[src/rtl/nexys_starship_hazard_gen_if.sv]
// Hazard generator bus: game control, timebase, shield status and break request.
// master drives the game-side inputs; slave is the generator itself.
interface nexys_starship_hazard_gen_if;
   logic       play_flag;
   logic       gameover_ctrl;
   logic       timer_clk;
   logic [3:0] shield_broken;
   logic [3:0] break_random;
   logic [3:0] random_hex;
   logic       q_HG_Idle;
   logic       q_HG_Cool;
   logic       q_HG_Select;
   logic       q_HG_Issue;

   modport master (
      output play_flag, gameover_ctrl, timer_clk, shield_broken,
      input  break_random, random_hex,
      input  q_HG_Idle, q_HG_Cool, q_HG_Select, q_HG_Issue
   );

   modport slave (
      input  play_flag, gameover_ctrl, timer_clk, shield_broken,
      output break_random, random_hex,
      output q_HG_Idle, q_HG_Cool, q_HG_Select, q_HG_Issue
   );
endinterface

[src/rtl/nexys_starship_hazard_gen.sv]
// Starship hazard generator: picks an unbroken shield, requests a break, waits cooldown.
// Optional HAZARD_LEVELUP_EN shortens the cooldown every 4th acknowledged break.
module nexys_starship_hazard_gen #(
   parameter int         COOLDOWN_TICKS = 8,
   parameter int         MIN_COOLDOWN   = 2,
   parameter logic [7:0] LFSR_SEED      = 8'hA5
) (
   input logic Clk,
   input logic Reset,
   nexys_starship_hazard_gen_if.slave hz
);

   localparam int CD_W = 16;
   localparam logic [CD_W-1:0] CD_BASE =
      (COOLDOWN_TICKS == 0) ? CD_W'(1) : CD_W'(COOLDOWN_TICKS);
   localparam logic [CD_W-1:0] CD_MIN =
      (MIN_COOLDOWN == 0) ? CD_W'(1) : CD_W'(MIN_COOLDOWN);

   localparam logic [1:0] S_IDLE   = 2'd0;
   localparam logic [1:0] S_COOL   = 2'd1;
   localparam logic [1:0] S_SELECT = 2'd2;
   localparam logic [1:0] S_ISSUE  = 2'd3;

   logic [1:0]      state;
   logic [7:0]      lfsr;
   logic            tmr_q;
   logic            tick;
   logic [CD_W-1:0] cnt;
   logic [CD_W-1:0] cd_cur;
   logic [1:0]      tgt;
   logic [3:0]      hex;
   logic [1:0]      pick;
   logic [1:0]      idx;
   logic            all_brk;
   logic            ack;

   assign tick    = hz.timer_clk & ~tmr_q;
   assign all_brk = &hz.shield_broken;
   assign ack     = (state == S_ISSUE) & ~hz.gameover_ctrl
                  & hz.shield_broken[tgt];

   // Nearest unbroken shield at or above the candidate, wrapping mod 4
   always_comb begin
      pick = lfsr[5:4];
      idx  = 2'd0;
      for (int i = 3; i >= 0; i--) begin
         idx = lfsr[5:4] + 2'(i);
         if (!hz.shield_broken[idx])
            pick = idx;
      end
   end

`ifdef HAZARD_LEVELUP_EN
   logic [1:0]      lvl;
   logic [CD_W-1:0] cd_reg;

   assign cd_cur = cd_reg;

   always_ff @(posedge Clk) begin
      if (Reset) begin
         lvl    <= 2'd0;
         cd_reg <= CD_BASE;
      end else if (state == S_IDLE) begin
         cd_reg <= CD_BASE;
      end else if (ack) begin
         lvl <= lvl + 2'd1;
         if (lvl == 2'd3 && cd_reg > CD_MIN)
            cd_reg <= cd_reg - CD_W'(1);
      end
   end
`else
   assign cd_cur = CD_BASE;
`endif

   always_ff @(posedge Clk) begin
      if (Reset) begin
         lfsr <= LFSR_SEED;
         tmr_q <= 1'b0;
      end else begin
         lfsr <= {lfsr[6:0], lfsr[7] ^ lfsr[5] ^ lfsr[4] ^ lfsr[3]};
         tmr_q <= hz.timer_clk;
      end
   end

   always_ff @(posedge Clk) begin
      if (Reset) begin
         state <= S_IDLE;
         cnt   <= CD_BASE;
         tgt   <= 2'd0;
         hex   <= 4'h1;
      end else if (hz.gameover_ctrl) begin
         state <= S_IDLE;
      end else begin
         case (state)
            S_IDLE: begin
               if (hz.play_flag) begin
                  cnt   <= cd_cur;
                  state <= S_COOL;
               end
            end
            S_COOL: begin
               if (tick) begin
                  cnt <= cnt - CD_W'(1);
                  if (cnt <= CD_W'(1))
                     state <= S_SELECT;
               end
            end
            S_SELECT: begin
               if (!all_brk) begin
                  tgt   <= pick;
                  hex   <= (lfsr[3:0] == 4'h0) ? 4'h1 : lfsr[3:0];
                  state <= S_ISSUE;
               end
            end
            default: begin
               if (ack) begin
                  cnt   <= cd_cur;
                  state <= S_COOL;
               end
            end
         endcase
      end
   end

   assign hz.break_random = (state == S_ISSUE) ? (4'b0001 << tgt) : 4'b0000;
   assign hz.random_hex   = hex;
   assign hz.q_HG_Idle    = (state == S_IDLE);
   assign hz.q_HG_Cool    = (state == S_COOL);
   assign hz.q_HG_Select  = (state == S_SELECT);
   assign hz.q_HG_Issue   = (state == S_ISSUE);

endmodule
[src/flat_wrapper.sv]
// flat-port wrapper written by rule: the top's interface ports become plain ports
module nexys_starship_hazard_gen_flat 
#(
   parameter int         COOLDOWN_TICKS = 8,
   parameter int         MIN_COOLDOWN   = 2,
   parameter logic [7:0] LFSR_SEED      = 8'hA5
)
  (Clk, Reset, hz_play_flag, hz_gameover_ctrl, hz_timer_clk, hz_shield_broken, hz_break_random, hz_random_hex, hz_q_HG_Idle, hz_q_HG_Cool, hz_q_HG_Select, hz_q_HG_Issue);
  nexys_starship_hazard_gen_if hz_i ();
  input logic Clk;
  input logic Reset;
  input wire logic [$bits(hz_i.play_flag)-1:0] hz_play_flag;
  input wire logic [$bits(hz_i.gameover_ctrl)-1:0] hz_gameover_ctrl;
  input wire logic [$bits(hz_i.timer_clk)-1:0] hz_timer_clk;
  input wire logic [$bits(hz_i.shield_broken)-1:0] hz_shield_broken;
  output wire logic [$bits(hz_i.break_random)-1:0] hz_break_random;
  output wire logic [$bits(hz_i.random_hex)-1:0] hz_random_hex;
  output wire logic [$bits(hz_i.q_HG_Idle)-1:0] hz_q_HG_Idle;
  output wire logic [$bits(hz_i.q_HG_Cool)-1:0] hz_q_HG_Cool;
  output wire logic [$bits(hz_i.q_HG_Select)-1:0] hz_q_HG_Select;
  output wire logic [$bits(hz_i.q_HG_Issue)-1:0] hz_q_HG_Issue;
  assign hz_i.play_flag = hz_play_flag;
  assign hz_i.gameover_ctrl = hz_gameover_ctrl;
  assign hz_i.timer_clk = hz_timer_clk;
  assign hz_i.shield_broken = hz_shield_broken;
  assign hz_break_random = hz_i.break_random;
  assign hz_random_hex = hz_i.random_hex;
  assign hz_q_HG_Idle = hz_i.q_HG_Idle;
  assign hz_q_HG_Cool = hz_i.q_HG_Cool;
  assign hz_q_HG_Select = hz_i.q_HG_Select;
  assign hz_q_HG_Issue = hz_i.q_HG_Issue;
  nexys_starship_hazard_gen #(.COOLDOWN_TICKS(COOLDOWN_TICKS), .MIN_COOLDOWN(MIN_COOLDOWN), .LFSR_SEED(LFSR_SEED)) u_core (.Clk(Clk), .Reset(Reset), .hz(hz_i));
endmodule
[config.mk]
export PLATFORM = sky130hd
export DESIGN_NAME = nexys_starship_hazard_gen_flat
export DESIGN_NICKNAME = d
export VERILOG_FILES = /design/src/rtl/nexys_starship_hazard_gen_if.sv /design/src/rtl/nexys_starship_hazard_gen.sv /design/src/flat_wrapper.sv
export SDC_FILE = /design/constraint.sdc
export NUM_CORES = 1
export LEC_CHECK = 0
export BUFFER_PORTS_ARGS = -buffer_cell sky130_fd_sc_hd__buf_2
export CORE_MARGIN = 5
export CORE_UTILIZATION = 61
export DETAILED_ROUTE_END_ITERATION = 10
export PLACE_DENSITY = 0.83
export SLEW_MARGIN = 20
export SYNTH_ARGS = -nofsm -noshare
export SYNTH_HDL_FRONTEND = slang
export SYNTH_SLANG_ARGS = --single-unit
[constraint.sdc]
create_clock -name Clk -period 7.3 [get_ports Clk]
set_clock_uncertainty 0.1 [all_clocks]
set_input_delay 0.73 -clock Clk [delete_from_list [all_inputs] [get_ports Clk]]
set_output_delay 0.73 -clock Clk [all_outputs]
set_load 0.02 [all_outputs]
## After elaboration in Yosys (flattened, before gate mapping)

Index checks and enable logic that the tools add are counted.

- Add/sub/neg operators: 4
- Bitwise logic cells: 10
- Shift operators: 1
- Reduce and logical (&&, ||, !) cells: 9
- Magnitude comparators: 6
- Mux-type cells: 26
- Equality and inequality tests: 7

Operators with widths:

| kind | count |
|---|---|
| $mux 16 | 3 |
| $pmux 16 s3 | 1 |
| $mux 2 | 9 |
| $le 16x1->1 const B | 1 |
| $sub 16x1->16 const B | 1 |
| $lt 2x3->1 const B | 5 |
| $bmux 1 s2 | 5 |
| $reduce_and 5->1 | 2 |
| $mux 4 | 2 |
| $pmux 2 s3 | 1 |
| $mux 1 | 5 |
| $add 2x2->2 const B | 2 |
| $eq 2x2->1 const B | 2 |
| $logic_not 4->1 | 1 |
| $ne 2x1->1 const B | 2 |
| $ne 2x2->1 const B | 2 |
| $not 1->1 | 4 |
| $reduce_and 4->1 | 1 |
| $reduce_bool 4->1 | 1 |
| $shl 1x2->4 const A | 1 |
| $and 1x1->1 | 3 |
| $reduce_and 3->1 | 1 |
| $reduce_bool 3->1 | 1 |
| $xor 1x1->1 | 3 |
| 4 further kinds | 4 |

- Word-level logic and storage cells: 69
- Register bits: 33

## Longest topological paths before layout

Gate-level depths: netlist of the first run.

- Depth in word-level cells: 7
- Gate-level depth with buffers: 8
- Mapped depth without buffers: 7

## Least setup slack after synthesis of the first run

Ideal clock, no wire load.

- Path type: register -> register
- From: reg u_core.state[0]
- To: reg u_core.cnt[3]
- Library setup time: 132 ps
- Path buffers: 1
- Clock period less this slack: 2427 ps
- Arrival time: 2195 ps
- Stages on the path, launching flop included: 8
- Setup slack: 4873 ps
- Path through: dfxtp_1 > ha_1 > or3b_1 > o221ai_4 > nor2_4 > buf_6 > o21ai_0 > or3b_2

- Cells in the longest elaborated chain, start to end: 5
- Elaborated cells on any way between the ends: 12
- Classes of those cells: eq/ne: 5; mux: 1; bitwise: 3; reduce/logical: 3

Ends and longest elaborated chain:

| item | line | text |
|---|---|---|
| start, declared | nexys_starship_hazard_gen.sv:24 | `logic [1:0] state;` |
| start signal, assigned | nexys_starship_hazard_gen.sv:87 | `state <= S_IDLE;` |
| start signal, assigned | nexys_starship_hazard_gen.sv:92 | `state <= S_IDLE;` |
| start signal, assigned | nexys_starship_hazard_gen.sv:98 | `state <= S_COOL;` |
| $eq 2x2->1 | n/a |  |
| via hz_q_HG_Issue | flat_wrapper.sv:21 | `output wire logic [$bits(hz_i.q_HG_Issue)-1:0] hz_q_HG_Issue;` |
| $and 1x1->1 | nexys_starship_hazard_gen.sv:39 | `assign ack = (state == S_ISSUE) & ~hz.gameover_ctrl` |
| $and 1x1->1 | nexys_starship_hazard_gen.sv:40 | `& hz.shield_broken[tgt];` |
| $reduce_bool 3->1 (no source line) | n/a |  |
| $reduce_and 5->1 (no source line) | n/a |  |
| end signal, assigned | nexys_starship_hazard_gen.sv:97 | `cnt <= cd_cur;` |
| end signal, assigned | nexys_starship_hazard_gen.sv:103 | `cnt <= cnt - CD_W'(1);` |
| end signal, assigned | nexys_starship_hazard_gen.sv:117 | `cnt <= cd_cur;` |
| end, declared | nexys_starship_hazard_gen.sv:28 | `logic [CD_W-1:0] cnt;` |

The timed path passes the listed nets, and every way through them passes these cells.
A chain may end at the register's enable or synchronous reset.

## Final worst setup path of the first run

- From: reg u_core.state[0]
- To: reg u_core.cnt[12]

- Cells in the longest elaborated chain, start to end: 5
- Elaborated cells on any way between the ends: 12
- Classes of those cells: eq/ne: 5; mux: 1; bitwise: 3; reduce/logical: 3

Ends and longest elaborated chain:

| item | line |
|---|---|
| $eq 2x2->1 | nexys_starship_hazard_gen.sv:39 |
| $and 1x1->1 | nexys_starship_hazard_gen.sv:39 |
| $and 1x1->1 | nexys_starship_hazard_gen.sv:40 |
| $reduce_bool 3->1 (no source line) | n/a |
| $reduce_and 5->1 (no source line) | n/a |

Several ways; a longest one is shown, not always the timed one.

==> results of run 1 <==
==> report_power, final <==
| group | internal, mW | switching [mW] |
|---|---|---|
| logic | 0.0318 | 0.0504 |
| clock network | 0.0558 | 0.0621 |
| registers | 0.190 | 0.00983 |
| total | 0.277 | 0.122 |
==> worst max-delay path, cell delays in order (launching register included) <==
cell,delay [ns]
dfxtp_1,0.42
inv_1,0.09
ha_1,0.25
or2_2,0.33
a211oi_4,0.35
nand3_2,0.24
or4_1,0.55
a21oi_1,0.16
==> cell type report <==
class	instances	area, sq um
clock buffers	7	65.1
well taps	31	38.8
fillers	212	838
repair buffers	20	100
multi-input cells	147	1020
flip-flops and latches	33	661
clock inverters	1	5.00
inverters	7	26.3
==> per-stage QoR <==
step / utilization / hold WS [ns] / setup WS, ns / area, sq um
finish: 0.696 / 0.336 / 4.74 / 1920
global route: 0.696 / 0.361 / 4.52 / 1920
CTS: 0.696 / 0.340 / 4.75 / 1920
detailed placement: 0.671 / 0.308 / 4.66 / 1850
global placement: 0.671 / 0.299 / 4.72 / 1850
floorplan: - / 0.289 / 4.87 / 1740
==> cell usage after synthesis, types with 3 or more instances <==
master     n  area share
mux2i_1    7       0.040
xor2_1     6       0.030
nand2_1    9       0.019
nor2b_1    6       0.022
or4_1      8       0.034
nand2b_1   3       0.011
ha_1       7       0.050
inv_1      7       0.015
o211ai_1   3       0.013
a21oi_1   11       0.032
or3_1      4       0.014
dfxtp_1   33        0.38
o21ai_0   10       0.029
nor2_1    24       0.052
clkbuf_1   6       0.013
o31ai_1    8       0.034
or2_2      6       0.022
nor3_1     4       0.011
==> worst min-delay path by stage <==
stage / end / cells past startpoint
after floorplan: u_core.lfsr[7]$_SDFF_PP1_ / 1
after global placement: u_core.lfsr[7]$_SDFF_PP1_ / 1
after detailed placement: u_core.lfsr[7]$_SDFF_PP1_ / 1
after CTS: u_core.lfsr[7]$_SDFF_PP1_ / 1
after global routing: u_core.lfsr[7]$_SDFF_PP1_ / 1
final: u_core.lfsr[7]$_SDFF_PP1_ / 1
==> flip-flops by register name, summed over array words and instances, names as in the netlist <==
signal and cells:
u_core.state 2, u_core.tgt 2, u_core.lfsr 8, u_core.tmr_q 1
u_core.cnt 16, u_core.hz.random_hex 4
==> cells by family (layout without fill, tap and decap cells) <==
family	count (synthesis)	count (layout)	synth area share
compound gates	44	44	0.184
buf+inv	14	35	0.0344
xor+xnor	8	8	0.0402
fa+ha+maj	7	7	0.0502
flops	33	33	0.379
mux	7	7	0.0402
simple gates	81	81	0.273
==> metal layers <==
layer / part of all wire / track usage / up-vias
li1: - / - / 742
met1: 0.47 / 0.249 / 693
met2: 0.45 / 0.306 / 50
met3: 0.060 / 0.0551 / 8
met4: 0.021 / 0.0883 / 0
met5: 0 / 0 / -
==> cells in the final DEF, fill, tap and decap left out, drive strengths merged, types with 8 or more instances in the layout <==
cell type | netlist | layout
a21oi | 11 | 11
buf | 1 | 20
dfxtp | 33 | 33
nand2 | 9 | 9
nor2 | 25 | 25
o21ai | 10 | 10
o31ai | 8 | 8
or4 | 9 | 9
==> results.yml, run 1 <==
run_status:
  status: "completed"
logic_synthesis:
  synth_cells: 194
  ys.flop_type: "dfxtp_1"
  synth.avg_cell_area_sq_um: 8.99
  syn_nets: 210
  synth_area_sq_um: 1740
  ys_seq_elements: 33
  synth_cell_types: 45
  async_reset_ff_frac: 0
  seq_area_frac_synth: 0.379
  yosys_warnings: 0
  synth_edf_count: 0
cells_and_area:
  syn_to_final_growth_pct: 10.0
  fin_cells: 246
  drive_gt1_frac: 0.205
  nets: 230
  diodes: 0
placed_design:
  portBuffers: 20
  hpwl_um: 2600
  globalplace.congestion: 0.840
  dp.cells: 238
clocking:
  cts_max_level: 2
  clk_pin_slew_ns: 0.10
  clk_latency_ns: 0.34
  numCtsBuffers: 5
  cts_sinks: 33
  hold_buffers: 0
  post_cts_buffers: 0
  ctsResizeCount: 0
  cts_root_buffer: "clkbuf_4"
  cts_buffer_depth: 2
  cts_tree: "yes"
detailed_routing:
  first_pass_iters: 4
  drt-vias-per-instance: 6.07
  drtIter0Drc: 104
  final_antenna_net_count: 0
  wire_per_inst_um: 14.6
  drc: 0
  vias: 1493
  finalWirelength_um: 3590
worst_setup_path:
  rrSetupSlack_ns: 4.74
  crit_type: "register to register"
  r2r_start: "u_core.state[0]$_SDFFE_PP0P_"
  cp_max_fo: 10
  crit_path_end: "u_core.cnt[12]$_SDFFE_PP0P_"
  crit_start: "u_core.state[0]$_SDFFE_PP0P_"
  cp_data_required_time_ns: 7.47
  cp-end-kind: "register"
  start_kind: "register"
  cp.arrival_ns: 2.73
  r2r_end: "u_core.cnt[12]$_SDFFE_PP0P_"
  reg2regPathDepth: 7
sta:
  maxSlewViolCount: 0
  max-slew-margin-rel: 0.626
  setup_viol: 0
  tightestPinTransition_ns: 0.547
  rsz0062_at_grt: "no"
  setup_tns_ns: 0
  fin_crit_ns: 2.56
  max_freq_mhz: 391
  period_share: 0.350
  finalHoldViolCount: 0
floorplanning:
  die_w_um: 63.5
  die_area_sq_um: 4030
  die_h_um: 63.5
  io_pins: 21
  core_sq_um: 2760
  initial_core_util: 0.632
  rows: 19
global_routing:
  antenna_found_initial: 0
  grt_max_degree: 18
  gr-total-overflow: 0
  grt_pass1_vias: 1422
  grt_pass1_wl_um: 6350
  grtUsageTotal: 0.196
power:
  p_leak_nw: 0.782
  max-vdd-ir-drop_uv: 159
  power_mw: 0.400
  p_per_area_nw_per_um2: 208
run:
  maxCapViolCount: 0
worst_hold_path:
  worstHoldStart: "u_core.lfsr[6]$_SDFF_PP0_"
  hp-class: "register to register"
Power figures use the tool's default switching activity.
==> run 2: changes to the inputs <==
Settings changed: CORE_UTILIZATION 61 to 51, PLACE_DENSITY 0.83 to 0.74.
Clock period 7.3 ns to 2.2 ns, I/O delays scaled along.
==> run 2 against run 1 <==
  * Highest routed layer unchanged
  * Largest cell class unchanged
  * Largest power group unchanged
  * Final area is 8.7% higher
  * Setup slack worse by 4.7 ns
  * Register-to-register slack worse by 4.7 ns
  * Non-clock buffer count is 11 higher
  * Maximum frequency is 18% higher
  * Hold slack worse by 0.29 ns
==> results.yml, run 2 (synthesis results as in run 1) <==
run_status:
  status: "completed"
detailed_routing:
  final_antenna_net_count: 0
  first_pass_iters: 4
  vias: 1572
  finalWirelength_um: 3940
  drtIter0Drc: 55
  drt-vias-per-instance: 5.78
  drc: 0
  wire_per_inst_um: 14.5
cells_and_area:
  fin_cells: 272
  layout_common_cells: "31 x dfxtp_1, 24 x nor2_1, 20 x buf_2, 9 x a21oi_1, 9 x buf_4"
  syn_to_final_growth_pct: 19.6
  final_common_cell: "dfxtp_1"
  fin_util: 0.625
  regMostFlops: "u_core.cnt"
  nets: 241
  diodes: 0
  drive_gt1_frac: 0.310
  largest_reg_flops: 16
  final_area_sq_um: 2090
  fill_cells: 287
clocking:
  cts_sinks: 33
  clk_latency_ns: 0.33
  cts_root_buffer: "clkbuf_4"
  numCtsBuffers: 5
  cts_buffer_depth: 2
  clk_pin_slew_ns: 0.11
  cts_tree: "yes"
  cts_max_level: 2
  hold_buffers: 0
worst_setup_path:
  rrSetupSlack_ns: 0.03
  path_cells: "or4_4 -> nor3_4 -> a41oi_1 -> or4b_1 -> o21ai_0"
  crit_type: "register to register"
  r2r_end: "u_core.state[0]$_SDFFE_PP0P_"
  cp_slowest_cell: "or4_4"
  crit_path_max_incr_delay_ns: 0.58
  cp_max_fo: 4
  critPathBufInv: 0
  cp_data_required_time_ns: 2.36
  critical-path-top-delay-family: "simple AND/OR/NAND/NOR gates"
  r2r_start: "u_core.cnt[2]$_SDFFE_PP0P_"
  reg2regPathDepth: 5
  start_kind: "register"
  cp-end-kind: "register"
  cp.arrival_ns: 2.33
sta:
  maxSlewViolCount: 0
  setup_viol: 0
  fin_crit_ns: 2.17
  period_share: 0.989
  max_freq_mhz: 460
  max-slew-margin-rel: 0.725
  rsz0062_at_grt: "yes"
  tightestPinTransition_ns: 0.412
  finalHoldViolCount: 0
power:
  power_frac_seq: 0.505
  p_int_mw: 0.883
  p_per_area_nw_per_um2: 629
  power_mw: 1.31
  max-vdd-ir-drop_uv: 396
  switching_share: 0.328
  p_leak_nw: 0.834
  switching_power_mw: 0.430
  combPwrFrac: 0.240
  pwr-share-clk: 0.255
global_routing:
  grtUsageTotal: 0.190
  grt_pass1_vias: 1510
  grt_pass1_wl_um: 6620
  antenna_found_initial: 0
  grt_max_degree: 18
  gr-total-overflow: 0
floorplanning:
  die_h_um: 68.5
  io_pins: 21
  die_area_sq_um: 4690
  rows: 21
  core_sq_um: 3340
  die_w_um: 68.5
  initial_core_util: 0.523
placed_design:
  hpwl_um: 2830
  place_area_sq_um: 1970
  globalplace.congestion: 0.873
  portBuffers: 20
  dp.cells: 261
worst_hold_path:
  min_to: "u_core.tmr_q$_SDFF_PP0_"
  hp-class: "primary input to register"
  whs_path_depth: 2
  worstHoldStart: "hz_timer_clk"
run:
  maxCapViolCount: 0
-- run 2: changes by cell type in the layout (fill, tap and decap cells not counted), moves of 3 or more --
| cell | previous run | this run |
|---|---|---|
| or4_1 | 8 | 5 |
| ha_1 | 7 | 4 |
| buf_4 | 0 | 9 |
| or4_4 | 1 | 4 |
-- run 2: how the worst max path moves through the flow --
stage | from | end | cells past startpoint
6_report | u_core.cnt[2]$_SDFFE_PP0P_ | u_core.state[0]$_SDFFE_PP0P_ | 5
5_1_grt | u_core.state[0]$_SDFFE_PP0P_ | u_core.cnt[5]$_SDFFE_PP0P_ | 8
4_1_cts | u_core.state[0]$_SDFFE_PP0P_ | u_core.cnt[13]$_SDFFE_PP0P_ | 7
3_5_place_dp | u_core.state[0]$_SDFFE_PP0P_ | u_core.cnt[13]$_SDFFE_PP0P_ | 7
3_3_place_gp | u_core.state[1]$_SDFFE_PP0P_ | u_core.cnt[10]$_SDFFE_PP0P_ | 7
2_1_floorplan | u_core.state[0]$_SDFFE_PP0P_ | u_core.cnt[12]$_SDFFE_PP0P_ | 7
-- run 2: what timing repair did --
| item | CTS | global route |
|---|---|---|
| setup endpoints to repair | 6 | 14 |
| resized for setup | 5 | 10 |
| setup buffers | 2 | 1 |
| pin swaps | 2 | 4 |
-- run 2: power groups by stage --
stage          Combinational [mW]  Sequential [mW]  Clock [mW]
4_1_cts                     0.299            0.661       0.343
6_report                    0.315            0.663       0.335
5_1_grt                     0.348            0.668       0.375
2_1_floorplan               0.218            0.665           0
3_3_place_gp                0.277            0.672           0
3_5_place_dp                0.291            0.675           0
-- run 2: routing by layer --
layer,share of wire,wire [um],track usage
met3,0.046,181,0.0443
met4,0.011,43,0.0695
met2,0.51,2030,0.340
met1,0.43,1690,0.216
met5,0,0,0
-- run 2: area by class of cell --
class / count / area (sq um) / share of cell area
flip-flops and latches: 33 / 668 / 0.320
well taps: 46 / 57.6 / 0.0276
repair buffers: 31 / 183 / 0.0876
clock buffers: 5 / 37.5 / 0.0180
clock inverters: 3 / 17.5 / 0.00840
inverters: 7 / 26.3 / 0.0126
multi-input cells: 147 / 1100 / 0.525
-- run 2: per-stage QoR --
stage	hold slack (ns)	TNS [ns]	setup slack, ns
finish	0.0475	0	0.0253
global route	0.0395	-0.119	-0.0588
CTS	0.0287	0	0.0159
detailed placement	0.310	-0.0755	-0.0268
global placement	0.294	0	0.0822
floorplan	0.192	0	0.00372
==> run 3: changes to the inputs <==
Settings changed: PLACE_DENSITY 0.74 to default, PLACE_DENSITY_LB_ADDON from default to 0.12.
==> run 3 against run 2 <==
  * The flow now finishes with violations (negative setup slack)
  * Clock power is 55% higher
  * Critical path depth is 3 higher
  * Setup slack worse by 0.031 ns
  * Critical endpoint is now u_core.cnt[11]$_SDFFE_PP0P_
  * Sequential share of layout area is 2.9 points lower
  * Core utilization is 6.3 points higher
  * Maximum frequency is 1.4% lower
  * Non-clock buffer count is 15 higher
  * Total power is 18% higher
  * Sequential power hardly changed
  * Largest cell class unchanged
  * Hold slack worse by 0.022 ns
==> results.yml, run 3 (synthesis results as in run 1) <==
power:
  p_leak_nw: 0.942
  max-vdd-ir-drop_uv: 401
  power_mw: 1.55
  p_per_area_nw_per_um2: 675
clocking:
  hold_buffers: 0
  cts_max_level: 2
  cts_tree: "yes"
  cts_root_buffer: "clkbuf_4"
  numCtsBuffers: 5
  cts_buffer_depth: 2
  clk_latency_ns: 0.34
  clk_pin_slew_ns: 0.11
  cts_sinks: 33
global_routing:
  grtUsageTotal: 0.190
  grt_pass1_wl_um: 6660
  gr-total-overflow: 0
  antenna_found_initial: 0
  grt_pass1_vias: 1521
  grt_max_degree: 18
worst_setup_path:
  r2r_end: "u_core.cnt[11]$_SDFFE_PP0P_"
  critPathBufInv: 2
  start_kind: "register"
  crit_type: "register to register"
  reg2regPathDepth: 8
  r2r_start: "u_core.state[0]$_SDFFE_PP0P_"
  cp.arrival_ns: 2.38
  path_cells: "inv_2 -> ha_4 -> or2_4 -> a211oi_4 -> buf_4 -> nand3_4 -> or4_1 -> a21oi_1"
  cp_data_required_time_ns: 2.38
  cp_slowest_cell: "or4_1"
  crit_path_max_incr_delay_ns: 0.52
  cp-end-kind: "register"
  cp_max_fo: 8
  critical-path-top-delay-family: "simple AND/OR/NAND/NOR gates"
  rrSetupSlack_ns: -0.006
worst_hold_path:
  min_to: "u_core.tmr_q$_SDFF_PP0_"
  worstHoldStart: "hz_timer_clk"
  whs_path_depth: 2
  hp-class: "primary input to register"
floorplanning:
  io_pins: 21
  initial_core_util: 0.523
  rows: 21
  core_sq_um: 3340
  die_area_sq_um: 4690
  die_w_um: 68.5
  die_h_um: 68.5
sta:
  holdWs_ns: 0.0251
  tightestPinTransition_ns: 0.518
  maxSlewViolCount: 0
  finalHoldViolCount: 0
  max_freq_mhz: 453
  rsz0062_at_grt: "yes"
  max-slew-margin-rel: 0.652
  setup_viol: 2
  setup_slack_ns: -0.00615
  period_share: 1.00
  fin_crit_ns: 2.21
cells_and_area:
  fill_cells: 284
  layout_common_cells: "30 x dfxtp_1, 24 x nor2_1, 22 x buf_4, 20 x buf_2, 8 x nand2_1"
  fin_cells: 288
  syn_to_final_growth_pct: 31.6
  multi_input_area_sq_um: 1130
  drive_gt1_frac: 0.380
  largest_reg_flops: 16
  final_common_cell: "dfxtp_1"
  nets: 257
  regMostFlops: "u_core.cnt"
  diodes: 0
  regArea_sq_um: 669
detailed_routing:
  drc: 0
  drt-vias-per-instance: 5.55
  finalWirelength_um: 4160
  drtIter0Drc: 62
  first_pass_iters: 5
  vias: 1599
  wire_per_inst_um: 14.5
  final_antenna_net_count: 0
placed_design:
  globalplace.congestion: 0.792
  dp.cells: 268
  hpwl_um: 2910
  portBuffers: 20
run:
  maxCapViolCount: 0
run_status:
  violations: "negative setup slack"
  status: "finished, violations left"
## run 3: cell types whose count changed in the layout (fill, tap and decap cells not counted), sizes merged
cell      previous run  this run
buf                 31        46
bufinv               0         1
clkbuf               5         6
clkinv               2         1
clkinvlp             1         0
nor2                25        26
## run 3: worst max-delay path by stage
| stage | start | end | slack [ns] | cells after the start |
|---|---|---|---|---|
| 3_5_place_dp | u_core.state[0]$_SDFFE_PP0P_ | u_core.cnt[13]$_SDFFE_PP0P_ | 0.01 | 7 |
| 2_1_floorplan | u_core.state[0]$_SDFFE_PP0P_ | u_core.cnt[12]$_SDFFE_PP0P_ | 0.004 | 7 |
| 5_1_grt | u_core.state[0]$_SDFFE_PP0P_ | u_core.cnt[13]$_SDFFE_PP0P_ | -0.10 | 8 |
| 3_3_place_gp | u_core.state[0]$_SDFFE_PP0P_ | u_core.cnt[11]$_SDFFE_PP0P_ | 0.08 | 7 |
| 4_1_cts | u_core.state[0]$_SDFFE_PP0P_ | u_core.cnt[11]$_SDFFE_PP0P_ | 0.005 | 7 |
| 6_report | u_core.state[0]$_SDFFE_PP0P_ | u_core.cnt[11]$_SDFFE_PP0P_ | -0.006 | 8 |
## run 3: layout make-up
cell class,count,share of cell area
sequential,33,0.292
timing repair buffer,46,0.135
inverter,7,0.0115
multi-input combinational,148,0.494
tap,46,0.0251
clock buffer,6,0.0273
clock inverter,2,0.0153
## run 3: worst register-to-register path, delay by kind of cell, from the launching register on
kind,cells,cell delay [ns]
buf+inv,2,0.24
compound gates,2,0.41
fa+ha+maj,1,0.15
flops,1,0.39
simple gates,3,0.86
## run 3: power by group
group,internal (mW),leakage [nW],switching [mW]
clock network,0.306,0.0534,0.214
registers,0.630,0.271,0.0325
logic,0.164,0.617,0.201
## run 3: per-layer routing
metal,global-route usage,vias up,share of wire
li1,-,798,-
met1,0.216,765,0.45
met2,0.334,28,0.49
met3,0.0361,8,0.046
met4,0.0943,0,0.017
met5,0,-,0
## run 3: timing repair
action                     4_1_cts  5_1_grt
setup buffers                    0       11
setup endpoints to repair        1       11
pin swaps                        1       18
cloned                           0        1
gates resized for setup          0       24
## run 3: through the flow
step | util | worst slack (ns) | TNS (ns) | instance area, sq um
6_report | 0.688 | -0.00615 | -0.0106 | 2290
5_1_grt | 0.688 | -0.100 | -0.942 | 2290
4_1_cts | 0.635 | 0.00486 | 0 | 2120
3_5_place_dp | 0.606 | 0.0138 | 0 | 2020
3_3_place_gp | 0.606 | 0.0769 | 0 | 2020
2_1_floorplan | - | 0.00372 | 0 | 1780
